===== src/rtl/mips_16_pkg.sv =====
// Shared opcode and ALU command encodings for the mips_16 decode stage.
// ALU_NC aliases ALU_ADD so that "no command" drives a defined zero value.
package mips_16_pkg;

    localparam int OP_W      = 4;
    localparam int ALU_CMD_W = 3;

    typedef enum logic [OP_W-1:0] {
        OP_NOP  = 4'd0,
        OP_ADD  = 4'd1,
        OP_SUB  = 4'd2,
        OP_AND  = 4'd3,
        OP_OR   = 4'd4,
        OP_XOR  = 4'd5,
        OP_SL   = 4'd6,
        OP_SR   = 4'd7,
        OP_SRU  = 4'd8,
        OP_ADDI = 4'd9,
        OP_LD   = 4'd10,
        OP_ST   = 4'd11,
        OP_BZ   = 4'd12,
        OP_BNZ  = 4'd13
    } op_e;

    localparam logic [ALU_CMD_W-1:0] ALU_ADD = 3'd0;
    localparam logic [ALU_CMD_W-1:0] ALU_SUB = 3'd1;
    localparam logic [ALU_CMD_W-1:0] ALU_AND = 3'd2;
    localparam logic [ALU_CMD_W-1:0] ALU_OR  = 3'd3;
    localparam logic [ALU_CMD_W-1:0] ALU_XOR = 3'd4;
    localparam logic [ALU_CMD_W-1:0] ALU_SL  = 3'd5;
    localparam logic [ALU_CMD_W-1:0] ALU_SR  = 3'd6;
    localparam logic [ALU_CMD_W-1:0] ALU_SRU = 3'd7;
    localparam logic [ALU_CMD_W-1:0] ALU_NC  = 3'd0;

    function automatic logic is_branch(input logic [OP_W-1:0] op);
        return (op == OP_BZ) || (op == OP_BNZ);
    endfunction

endpackage


===== src/rtl/id_stage_param_if.sv =====
// Decode-stage bus: IF handshake, register-file read ports, hazard/branch
// signals and the registered EX bundle. master = surroundings, slave = stage.
interface id_stage_if
    import mips_16_pkg::*;
#(
    parameter int DATA_W     = 16,
    parameter int REG_ADDR_W = 3,
    parameter int IMM_W      = 6,
    parameter int CNT_W      = 16
);
    localparam int INSTR_W = OP_W + 2*REG_ADDR_W + IMM_W;

    logic                  in_valid;
    logic                  in_ready;
    logic [INSTR_W-1:0]    instruction;
    logic                  stall;
    logic                  flush;
    logic [REG_ADDR_W-1:0] rf_raddr1;
    logic [REG_ADDR_W-1:0] rf_raddr2;
    logic [DATA_W-1:0]     rf_rdata1;
    logic [DATA_W-1:0]     rf_rdata2;
    logic [REG_ADDR_W-1:0] dec_src1;
    logic [REG_ADDR_W-1:0] dec_src2;
    logic                  branch_taken;
    logic [IMM_W-1:0]      branch_offset;
    logic                  out_valid;
    logic                  out_ready;
    logic [ALU_CMD_W-1:0]  ex_alu_cmd;
    logic [DATA_W-1:0]     ex_src1;
    logic [DATA_W-1:0]     ex_src2;
    logic                  mem_we;
    logic [DATA_W-1:0]     mem_wdata;
    logic                  wb_en;
    logic [REG_ADDR_W-1:0] wb_dest;
    logic                  wb_sel;
    logic                  illegal_op;
    logic [CNT_W-1:0]      stall_cnt;

    modport master (
        output in_valid, instruction, stall, flush, rf_rdata1, rf_rdata2, out_ready,
        input  in_ready, rf_raddr1, rf_raddr2, dec_src1, dec_src2, branch_taken,
               branch_offset, out_valid, ex_alu_cmd, ex_src1, ex_src2, mem_we,
               mem_wdata, wb_en, wb_dest, wb_sel, illegal_op, stall_cnt
    );

    modport slave (
        input  in_valid, instruction, stall, flush, rf_rdata1, rf_rdata2, out_ready,
        output in_ready, rf_raddr1, rf_raddr2, dec_src1, dec_src2, branch_taken,
               branch_offset, out_valid, ex_alu_cmd, ex_src1, ex_src2, mem_we,
               mem_wdata, wb_en, wb_dest, wb_sel, illegal_op, stall_cnt
    );

endinterface


===== src/rtl/id_stage_param_decode_ctrl.sv =====
// Combinational opcode-to-control mapping; unknown opcodes decode as NOP
// with o_illegal raised.
module id_decode_ctrl
    import mips_16_pkg::*;
(
    input  logic [OP_W-1:0]      i_op,
    output logic [ALU_CMD_W-1:0] o_alu_cmd,
    output logic                 o_wb_en,
    output logic                 o_wb_sel,
    output logic                 o_src2_imm_sel,
    output logic                 o_mem_we,
    output logic                 o_illegal
);

    always_comb begin
        o_alu_cmd      = ALU_NC;
        o_wb_en        = 1'b0;
        o_wb_sel       = 1'b0;
        o_src2_imm_sel = 1'b0;
        o_mem_we       = 1'b0;
        o_illegal      = 1'b0;
        case (i_op)
            OP_NOP:  ;
            OP_ADD:  begin o_alu_cmd = ALU_ADD; o_wb_en = 1'b1; end
            OP_SUB:  begin o_alu_cmd = ALU_SUB; o_wb_en = 1'b1; end
            OP_AND:  begin o_alu_cmd = ALU_AND; o_wb_en = 1'b1; end
            OP_OR:   begin o_alu_cmd = ALU_OR;  o_wb_en = 1'b1; end
            OP_XOR:  begin o_alu_cmd = ALU_XOR; o_wb_en = 1'b1; end
            OP_SL:   begin o_alu_cmd = ALU_SL;  o_wb_en = 1'b1; end
            OP_SR:   begin o_alu_cmd = ALU_SR;  o_wb_en = 1'b1; end
            OP_SRU:  begin o_alu_cmd = ALU_SRU; o_wb_en = 1'b1; end
            OP_ADDI: begin
                o_alu_cmd      = ALU_ADD;
                o_wb_en        = 1'b1;
                o_src2_imm_sel = 1'b1;
            end
            OP_LD:   begin
                o_alu_cmd      = ALU_ADD;
                o_wb_en        = 1'b1;
                o_wb_sel       = 1'b1;
                o_src2_imm_sel = 1'b1;
            end
            OP_ST:   begin
                o_alu_cmd      = ALU_ADD;
                o_mem_we       = 1'b1;
                o_src2_imm_sel = 1'b1;
            end
            OP_BZ, OP_BNZ: o_src2_imm_sel = 1'b1;
            default: o_illegal = 1'b1;
        endcase
    end

endmodule


===== src/rtl/id_stage_param.sv =====
// Parametrised mips_16 decode stage: instruction register, register-file
// read, branch resolution and a registered EX bundle with valid/ready on both sides.
module id_stage_param
    import mips_16_pkg::*;
#(
    parameter int DATA_W     = 16,
    parameter int REG_ADDR_W = 3,
    parameter int IMM_W      = 6,   // must be >= REG_ADDR_W and < DATA_W
    parameter int CNT_W      = 16
)(
    input  logic     clk,
    input  logic     rst_n,
    id_stage_if.slave bus
);
    localparam int INSTR_W = OP_W + 2*REG_ADDR_W + IMM_W;

    typedef struct packed {
        logic [ALU_CMD_W-1:0]  alu_cmd;
        logic [DATA_W-1:0]     src1;
        logic [DATA_W-1:0]     src2;
        logic                  mem_we;
        logic [DATA_W-1:0]     mem_wdata;
        logic                  wb_en;
        logic [REG_ADDR_W-1:0] wb_dest;
        logic                  wb_sel;
    } ex_bundle_t;

    logic [INSTR_W-1:0] r_ir;
    logic               r_ir_valid;
    logic               r_out_valid;
    ex_bundle_t         r_bundle;
    logic               r_illegal;
    logic [CNT_W-1:0]   r_stall_cnt;

    logic [OP_W-1:0]       w_op;
    logic [REG_ADDR_W-1:0] w_dest;
    logic [REG_ADDR_W-1:0] w_src1;
    logic [REG_ADDR_W-1:0] w_src2;
    logic [REG_ADDR_W-1:0] w_raddr2;
    logic [IMM_W-1:0]      w_imm;
    logic [DATA_W-1:0]     w_imm_sext;
    logic [ALU_CMD_W-1:0]  w_alu_cmd;
    logic                  w_wb_en;
    logic                  w_wb_sel;
    logic                  w_src2_imm_sel;
    logic                  w_mem_we;
    logic                  w_illegal;
    logic                  w_has_operands;
    logic                  w_rs2_used;
    logic                  w_br_cond;
    logic                  w_advance;
    logic                  w_capture;
    ex_bundle_t            w_bundle;

    assign w_op   = r_ir[INSTR_W-1 -: OP_W];
    assign w_dest = r_ir[2*REG_ADDR_W+IMM_W-1 -: REG_ADDR_W];
    assign w_src1 = r_ir[REG_ADDR_W+IMM_W-1 -: REG_ADDR_W];
    assign w_imm  = r_ir[IMM_W-1:0];
    assign w_src2 = w_imm[IMM_W-1 -: REG_ADDR_W];

    for (genvar gi = 0; gi < DATA_W; gi++) begin : g_sext
        if (gi < IMM_W) begin : g_low
            assign w_imm_sext[gi] = w_imm[gi];
        end else begin : g_high
            assign w_imm_sext[gi] = w_imm[IMM_W-1];
        end
    end

    id_decode_ctrl u_ctrl (
        .i_op          (w_op),
        .o_alu_cmd     (w_alu_cmd),
        .o_wb_en       (w_wb_en),
        .o_wb_sel      (w_wb_sel),
        .o_src2_imm_sel(w_src2_imm_sel),
        .o_mem_we      (w_mem_we),
        .o_illegal     (w_illegal)
    );

    // Stores read their data register through port 2 via the dest field.
    assign w_raddr2       = (w_op == OP_ST) ? w_dest : w_src2;
    assign w_has_operands = (w_op != OP_NOP) & ~w_illegal;
    assign w_rs2_used     = (w_wb_en & ~w_src2_imm_sel) | w_mem_we;

    assign w_advance = r_ir_valid & ~bus.stall & (~r_out_valid | bus.out_ready);
    assign w_capture = bus.in_valid & bus.in_ready;

    assign bus.in_ready  = ~bus.flush & (~r_ir_valid | w_advance);
    assign bus.rf_raddr1 = r_ir_valid ? w_src1 : '0;
    assign bus.rf_raddr2 = r_ir_valid ? w_raddr2 : '0;
    assign bus.dec_src1  = r_ir_valid ? w_src1 : '0;
    assign bus.dec_src2  = (r_ir_valid & w_rs2_used) ? w_raddr2 : '0;

    assign w_br_cond = (w_op == OP_BZ)  ? (bus.rf_rdata1 == '0) :
                       (w_op == OP_BNZ) ? (bus.rf_rdata1 != '0) : 1'b0;
    assign bus.branch_taken  = w_advance & ~bus.flush & is_branch(w_op) & w_br_cond;
    assign bus.branch_offset = w_imm;

    always_comb begin
        w_bundle         = '0;
        w_bundle.alu_cmd = w_alu_cmd;
        if (w_has_operands) begin
            w_bundle.src1      = bus.rf_rdata1;
            w_bundle.src2      = w_src2_imm_sel ? w_imm_sext : bus.rf_rdata2;
            w_bundle.mem_we    = w_mem_we;
            w_bundle.mem_wdata = w_mem_we ? bus.rf_rdata2 : '0;
            w_bundle.wb_en     = w_wb_en;
            w_bundle.wb_dest   = w_wb_en ? w_dest : '0;
            w_bundle.wb_sel    = w_wb_sel;
        end
    end

    always_ff @(posedge clk or negedge rst_n) begin
        if (!rst_n) begin
            r_ir       <= '0;
            r_ir_valid <= 1'b0;
        end else if (bus.flush) begin
            r_ir_valid <= 1'b0;
        end else if (w_capture) begin
            r_ir       <= bus.instruction;
            r_ir_valid <= 1'b1;
        end else if (w_advance) begin
            r_ir_valid <= 1'b0;
        end
    end

    // A drained output shows a bubble; the bundle fields simply hold.
    always_ff @(posedge clk or negedge rst_n) begin
        if (!rst_n) begin
            r_out_valid <= 1'b0;
            r_bundle    <= '0;
        end else if (bus.flush) begin
            r_out_valid <= 1'b0;
            r_bundle    <= '0;
        end else if (w_advance) begin
            r_out_valid <= 1'b1;
            r_bundle    <= w_bundle;
        end else if (bus.out_ready) begin
            r_out_valid <= 1'b0;
        end
    end

    always_ff @(posedge clk or negedge rst_n) begin
        if (!rst_n) begin
            r_illegal   <= 1'b0;
            r_stall_cnt <= '0;
        end else begin
            if (w_advance & ~bus.flush & w_illegal)
                r_illegal <= 1'b1;
            if (bus.stall & r_ir_valid & ~(&r_stall_cnt))
                r_stall_cnt <= r_stall_cnt + 1'b1;
        end
    end

    assign bus.out_valid  = r_out_valid;
    assign bus.ex_alu_cmd = r_bundle.alu_cmd;
    assign bus.ex_src1    = r_bundle.src1;
    assign bus.ex_src2    = r_bundle.src2;
    assign bus.mem_we     = r_bundle.mem_we;
    assign bus.mem_wdata  = r_bundle.mem_wdata;
    assign bus.wb_en      = r_bundle.wb_en;
    assign bus.wb_dest    = r_bundle.wb_dest;
    assign bus.wb_sel     = r_bundle.wb_sel;
    assign bus.illegal_op = r_illegal;
    assign bus.stall_cnt  = r_stall_cnt;

endmodule


===== src/flat_wrapper.sv =====
// flat-port wrapper written by rule: the top's interface ports become plain ports
module id_stage_param_flat import mips_16_pkg::*;
#(
    parameter int DATA_W     = 16,
    parameter int REG_ADDR_W = 3,
    parameter int IMM_W      = 6,                                        
    parameter int CNT_W      = 16
)
  (clk, rst_n, bus_in_valid, bus_instruction, bus_stall, bus_flush, bus_rf_rdata1, bus_rf_rdata2, bus_out_ready, bus_in_ready, bus_rf_raddr1, bus_rf_raddr2, bus_dec_src1, bus_dec_src2, bus_branch_taken, bus_branch_offset, bus_out_valid, bus_ex_alu_cmd, bus_ex_src1, bus_ex_src2, bus_mem_we, bus_mem_wdata, bus_wb_en, bus_wb_dest, bus_wb_sel, bus_illegal_op, bus_stall_cnt);
  id_stage_if #(.DATA_W(DATA_W), .REG_ADDR_W(REG_ADDR_W), .IMM_W(IMM_W), .CNT_W(CNT_W)) bus_i ();
  input  logic clk;
  input  logic rst_n;
  input wire logic [$bits(bus_i.in_valid)-1:0] bus_in_valid;
  input wire logic [$bits(bus_i.instruction)-1:0] bus_instruction;
  input wire logic [$bits(bus_i.stall)-1:0] bus_stall;
  input wire logic [$bits(bus_i.flush)-1:0] bus_flush;
  input wire logic [$bits(bus_i.rf_rdata1)-1:0] bus_rf_rdata1;
  input wire logic [$bits(bus_i.rf_rdata2)-1:0] bus_rf_rdata2;
  input wire logic [$bits(bus_i.out_ready)-1:0] bus_out_ready;
  output wire logic [$bits(bus_i.in_ready)-1:0] bus_in_ready;
  output wire logic [$bits(bus_i.rf_raddr1)-1:0] bus_rf_raddr1;
  output wire logic [$bits(bus_i.rf_raddr2)-1:0] bus_rf_raddr2;
  output wire logic [$bits(bus_i.dec_src1)-1:0] bus_dec_src1;
  output wire logic [$bits(bus_i.dec_src2)-1:0] bus_dec_src2;
  output wire logic [$bits(bus_i.branch_taken)-1:0] bus_branch_taken;
  output wire logic [$bits(bus_i.branch_offset)-1:0] bus_branch_offset;
  output wire logic [$bits(bus_i.out_valid)-1:0] bus_out_valid;
  output wire logic [$bits(bus_i.ex_alu_cmd)-1:0] bus_ex_alu_cmd;
  output wire logic [$bits(bus_i.ex_src1)-1:0] bus_ex_src1;
  output wire logic [$bits(bus_i.ex_src2)-1:0] bus_ex_src2;
  output wire logic [$bits(bus_i.mem_we)-1:0] bus_mem_we;
  output wire logic [$bits(bus_i.mem_wdata)-1:0] bus_mem_wdata;
  output wire logic [$bits(bus_i.wb_en)-1:0] bus_wb_en;
  output wire logic [$bits(bus_i.wb_dest)-1:0] bus_wb_dest;
  output wire logic [$bits(bus_i.wb_sel)-1:0] bus_wb_sel;
  output wire logic [$bits(bus_i.illegal_op)-1:0] bus_illegal_op;
  output wire logic [$bits(bus_i.stall_cnt)-1:0] bus_stall_cnt;
  assign bus_i.in_valid = bus_in_valid;
  assign bus_i.instruction = bus_instruction;
  assign bus_i.stall = bus_stall;
  assign bus_i.flush = bus_flush;
  assign bus_i.rf_rdata1 = bus_rf_rdata1;
  assign bus_i.rf_rdata2 = bus_rf_rdata2;
  assign bus_i.out_ready = bus_out_ready;
  assign bus_in_ready = bus_i.in_ready;
  assign bus_rf_raddr1 = bus_i.rf_raddr1;
  assign bus_rf_raddr2 = bus_i.rf_raddr2;
  assign bus_dec_src1 = bus_i.dec_src1;
  assign bus_dec_src2 = bus_i.dec_src2;
  assign bus_branch_taken = bus_i.branch_taken;
  assign bus_branch_offset = bus_i.branch_offset;
  assign bus_out_valid = bus_i.out_valid;
  assign bus_ex_alu_cmd = bus_i.ex_alu_cmd;
  assign bus_ex_src1 = bus_i.ex_src1;
  assign bus_ex_src2 = bus_i.ex_src2;
  assign bus_mem_we = bus_i.mem_we;
  assign bus_mem_wdata = bus_i.mem_wdata;
  assign bus_wb_en = bus_i.wb_en;
  assign bus_wb_dest = bus_i.wb_dest;
  assign bus_wb_sel = bus_i.wb_sel;
  assign bus_illegal_op = bus_i.illegal_op;
  assign bus_stall_cnt = bus_i.stall_cnt;
  id_stage_param #(.DATA_W(DATA_W), .REG_ADDR_W(REG_ADDR_W), .IMM_W(IMM_W), .CNT_W(CNT_W)) u_core (.clk(clk), .rst_n(rst_n), .bus(bus_i));
endmodule

===== config.mk =====
export PLATFORM = sky130hd
export DESIGN_NAME = id_stage_param_flat
export DESIGN_NICKNAME = d
export VERILOG_FILES = /design/src/rtl/mips_16_pkg.sv /design/src/rtl/id_stage_param_if.sv /design/src/rtl/id_stage_param_decode_ctrl.sv /design/src/rtl/id_stage_param.sv /design/src/flat_wrapper.sv
export SDC_FILE = /design/constraint.sdc
export NUM_CORES = 1
export LEC_CHECK = 0
export CORE_ASPECT_RATIO = 1.25
export CORE_MARGIN = 10
export CORE_UTILIZATION = 40
export DETAILED_ROUTE_END_ITERATION = 8
export HOLD_SLACK_MARGIN = 0.08
export MAX_ROUTING_LAYER = met4
export PLACE_DENSITY = 0.82
export SYNTH_ARGS = -nofsm -noshare
export SYNTH_HDL_FRONTEND = slang
export SYNTH_SLANG_ARGS = --single-unit

===== constraint.sdc =====
create_clock -name clk -period 3.5 [get_ports clk]
set_clock_uncertainty 0.05 [all_clocks]
set_input_delay 0.525 -clock clk [delete_from_list [all_inputs] [get_ports clk]]
set_output_delay 0.525 -clock clk [all_outputs]
set_load 0.05 [all_outputs]

==> flow_summary.rst <==
.. list-table::
   :header-rows: 1

   * - Metric
     - Value
   * - Antenna violations before repair
     - 0
   * - Max-capacitance violation count
     - 0
   * - Yosys Warn Count
     - 0
   * - Hold/Removal Path Class
     - in2async
   * - Depth of the CTS H-tree
     - 3
   * - Crit path max-delay cell type
     - clkdlybuf4s50_1
   * - Maximum root-to-sink buffer count
     - 2
   * - Count of boundary I/O pins
     - 149
   * - DRC violations left
     - 0
   * - Area added between synthesis and finish
     - 45.3%
   * - Dominant register cell in the synthesized netlist
     - dfrtp_1
   * - Post-CTS Repair Setup Buffers
     - 0
   * - WP data arrival
     - 2.51 ns
   * - Internal portion of total power
     - 2020 uW
   * - Post-Route WL
     - 11700 um
   * - Post-Syn Nets
     - 378
   * - Switching part of the total power
     - 33.6%
   * - Flip-flop and latch count after synthesis
     - 92
   * - Top library cells by usage in the layout, fill and taps aside
     - 146 x clkdlybuf4s50_1, 92 x dfrtp_1, 27 x a22o_1, 19 x o2bb2ai_1
   * - Combinational group share of total power
     - 28.6%
   * - Final clock period utilization by the worst path
     - 88.1%
   * - Peak fanout along the critical path
     - 11
   * - Wire per inst
     - 19.6 um
   * - Total Power Consumption
     - 3050 uW
   * - Final count of hold timing violations
     - 0
   * - Instance count after placement with tap cells included
     - 580
   * - Clock root cell
     - clkbuf_16
   * - Remaining number of nets flagged by the antenna check after routing
     - 0
   * - Number of max-slew violations in the final report
     - 0
   * - Starting density of the core
     - 40.5%
   * - Sequential-to-total area share from yosys stat
     - 56.9%
   * - Routed via count divided by cell count
     - 5.41
   * - Post-synthesis cell type count
     - 48
   * - Height of the die
     - 132 um
   * - Sequence of cells on the critical path
     - buf_4 -> nor2b_1 -> o21ai_0 -> o21ai_0 -> nor3b_1 -> clkdlybuf4s50_1
   * - Resized cells post-CTS
     - 0
   * - Total area of multi-input combinational cells
     - 1570 um2
   * - Floorplan die width
     - 110 um
   * - Fraction of layout instances using a drive strength above 1
     - 12.2%
   * - Highest clock frequency the design can meet
     - 324 MHz
   * - Number of enable flip-flop cells after synthesis
     - 0
   * - Worst path top cell family by delay
     - buffers and inverters
   * - Pwr dens
     - 518 nW/um2
   * - P_sw
     - 1030 uW
   * - Antenna diode count
     - 0
   * - Area of the die
     - 14600 um2
   * - Peak supply drop
     - 320 uV
   * - Reg-to-Reg Start
     - u_core.r_ir_valid
   * - TritonCTS Buffers
     - 9
   * - Most frequent standard cell in the layout excluding fill and tap cells
     - clkdlybuf4s50_1
   * - Stage delay of the slowest cell on the critical path
     - 0.85 ns
   * - Kind of start point of the critical path
     - register
   * - Top cell by count, worst path
     - o21ai_0
   * - Fin util
     - 58.8%
   * - Launch point of the worst path
     - u_core.r_ir[12]
   * - Async S/R FF share, synth
     - 100%
   * - CP bufs+invs
     - 2
   * - Minimum clock period after layout
     - 3.08 ns
   * - Row cnt
     - 41
   * - Fin nets
     - 517
   * - Type of the setup path with the least slack
     - reg2out
   * - Clock sink total
     - 92
   * - Setup repair after global routing missed its margin
     - no
   * - Number of port buffers
     - 148
   * - Total of endpoints with negative setup slack in the final report
     - 0
   * - Placeable core area
     - 10000 um2
   * - Last weighted congestion value of the routability-driven placer
     - 0.877
   * - TritonCTS clock tree
     - done
   * - HPWL reported at the end of detailed placement
     - 8800 um
   * - Post-synthesis instance area
     - 4050 um2
   * - DRC violation total after the first TritonRoute iteration
     - 165
   * - Part of the total power dissipated in sequential elements
     - 40.9%
   * - Worst-case hold slack
     - 0.333 ns
   * - # hold bufs at CTS
     - 0
   * - Proportion of power drawn by the clock network
     - 30.5%
   * - Vias in the first global route
     - 3475
   * - Required time worst endpoint
     - 2.92 ns
   * - Routed vias
     - 3219
   * - Run status
     - completed
   * - Fillcell total
     - 846
   * - Static power due to leakage
     - 0.00257 uW
   * - Worst Tran Pin Value
     - 1.04 ns
   * - Count of mapped cells out of synthesis
     - 323
   * - CTS clock-pin slew for the worst setup and hold paths
     - 0.06 ns
   * - Maximum number of pins on one net before global-route repair
     - 85
   * - Slew margin rel.
     - 30.7%
   * - Post-synthesis area per instance
     - 12.5 um2
   * - Global-route wire length before repair
     - 18700 um
   * - Total Negative Setup Slacks
     - 0 ns
   * - Area used by sequential logic in the layout
     - 2300 um2
   * - Worst setup EP type
     - output pin
   * - Detailed Routing Iterations Pass 1
     - 4
   * - Clock latency on the worst-skew pair
     - 0.33 ns
   * - Fin cells
     - 595
   * - GR Overflow Total
     - 0
   * - Combined global-route utilization of all metal layers
     - 16.6%
[metrics by stage]
| stage | setup WS [ns] | instance area (um2) |
|---|---|---|
| 2_1_floorplan | 0.176 | 4050 |
| 3_3_place_gp | 0.590 | 5600 |
| 3_5_place_dp | 0.575 | 5600 |
| 4_1_cts | 0.388 | 5880 |
| 5_1_grt | 0.293 | 5880 |
| 6_report | 0.416 | 5880 |
[worst reg2reg max path: cells and delay by family (launching register included)]
kind               cells  cell delay, ns
AOI/OAI and AO/OA      2            1.03
DFF                    1            0.55
and+or+nand+nor        2            0.58
[cells by family after synthesis]
| kind of cell | Yosys count | synth area share, % |
|---|---|---|
| muxes | 25 | 6.71 |
| adders and majority gates | 1 | 0.309 |
| and+or+nand+nor | 72 | 11.0 |
| xor gates and xnor gates | 16 | 3.46 |
| buffers and inverters | 33 | 4.64 |
| AOI/OAI and AO/OA | 84 | 17.0 |
| DFF | 92 | 56.9 |
[state kept, by name, indices dropped and copies added, names as in the netlist, 3 cells and up]
name	cells
u_core.bus.stall_cnt	16
u_core.r_ir	16
u_core.bus.ex_src1	16
u_core.bus.wb_dest	3
u_core.bus.mem_wdata	16
u_core.bus.ex_src2	16
u_core.bus.ex_alu_cmd	3
[per-layer routing]
metal / GRT usage [%] / routed length (um) / part of all wire (%) / up-vias
met5: - / 0 / 0 / -
met4: 5.72 / 175 / 1.5 / 0
met3: 4.91 / 1020 / 8.7 / 12
met2: 25.9 / 5660 / 48 / 131
met1: 19.7 / 4830 / 41 / 1595
li1: - / - / - / 1481
[cell usage after synthesis, types with 2 or more instances]
cell type / number / share of area, %
a21oi_1: 16 / 2.0
and3_1: 2 / 0.31
a21o_1: 4 / 0.74
xnor2_1: 4 / 0.87
inv_1: 4 / 0.37
and4_1: 2 / 0.43
a22o_2: 7 / 1.7
buf_2: 5 / 0.62
nor2b_1: 8 / 1.2
nand4_1: 7 / 1.1
or3_1: 2 / 0.31
buf_1: 3 / 0.28
mux2i_1: 8 / 2.0
buf_4: 9 / 1.7
and2_1: 3 / 0.46
clkbuf_1: 8 / 0.74
nor3_1: 5 / 0.62
buf_6: 3 / 0.83
dfrtp_1: 92 / 57
nand3b_1: 2 / 0.37
a22o_1: 27 / 5.8
mux2_2: 16 / 4.5
nand2_1: 7 / 0.65
nor2_1: 10 / 0.93
nor3b_1: 3 / 0.56
o21ai_0: 4 / 0.49
nand3_1: 4 / 0.49
o2bb2ai_1: 19 / 4.1
nor4_1: 9 / 1.4
xor2_1: 12 / 2.6
[power by group through the flow]
stage          logic (uW)  registers [uW]  clock network, uW
2_1_floorplan         359            1440                  0
3_3_place_gp          857            1260                  0
5_1_grt               929            1260               1000
6_report              872            1250                931
4_1_cts               880            1250                957
3_5_place_dp          878            1260                  0
[path summary, 6_finish.rpt]
path	depth (start not counted)	endpoint	slack, ns
setup / recovery	6	bus_dec_src2[0]	0.42
hold / removal	1	u_core.r_ir[5]	0.33
setup reg to reg	4	u_core.bus.ex_src1[1]	1.24
hold reg to reg	1	u_core.bus.wb_sel	0.43
max in group asynchronous	2	u_core.bus.ex_src2[7]	2.36
min in group clk	1	u_core.bus.wb_sel	0.43
[cell type report]
cell class              instances  share of cell area [%]
inverters                       4                   0.255
clock inverters                 5                   0.915
multi-input cells             198                    26.6
repair buffers                157                    26.5
flip-flops and latches         92                    39.1
clock buffers                  10                    3.89
well taps                     129                    2.74
No activity file was read; power rests on OpenSTA's default activity.
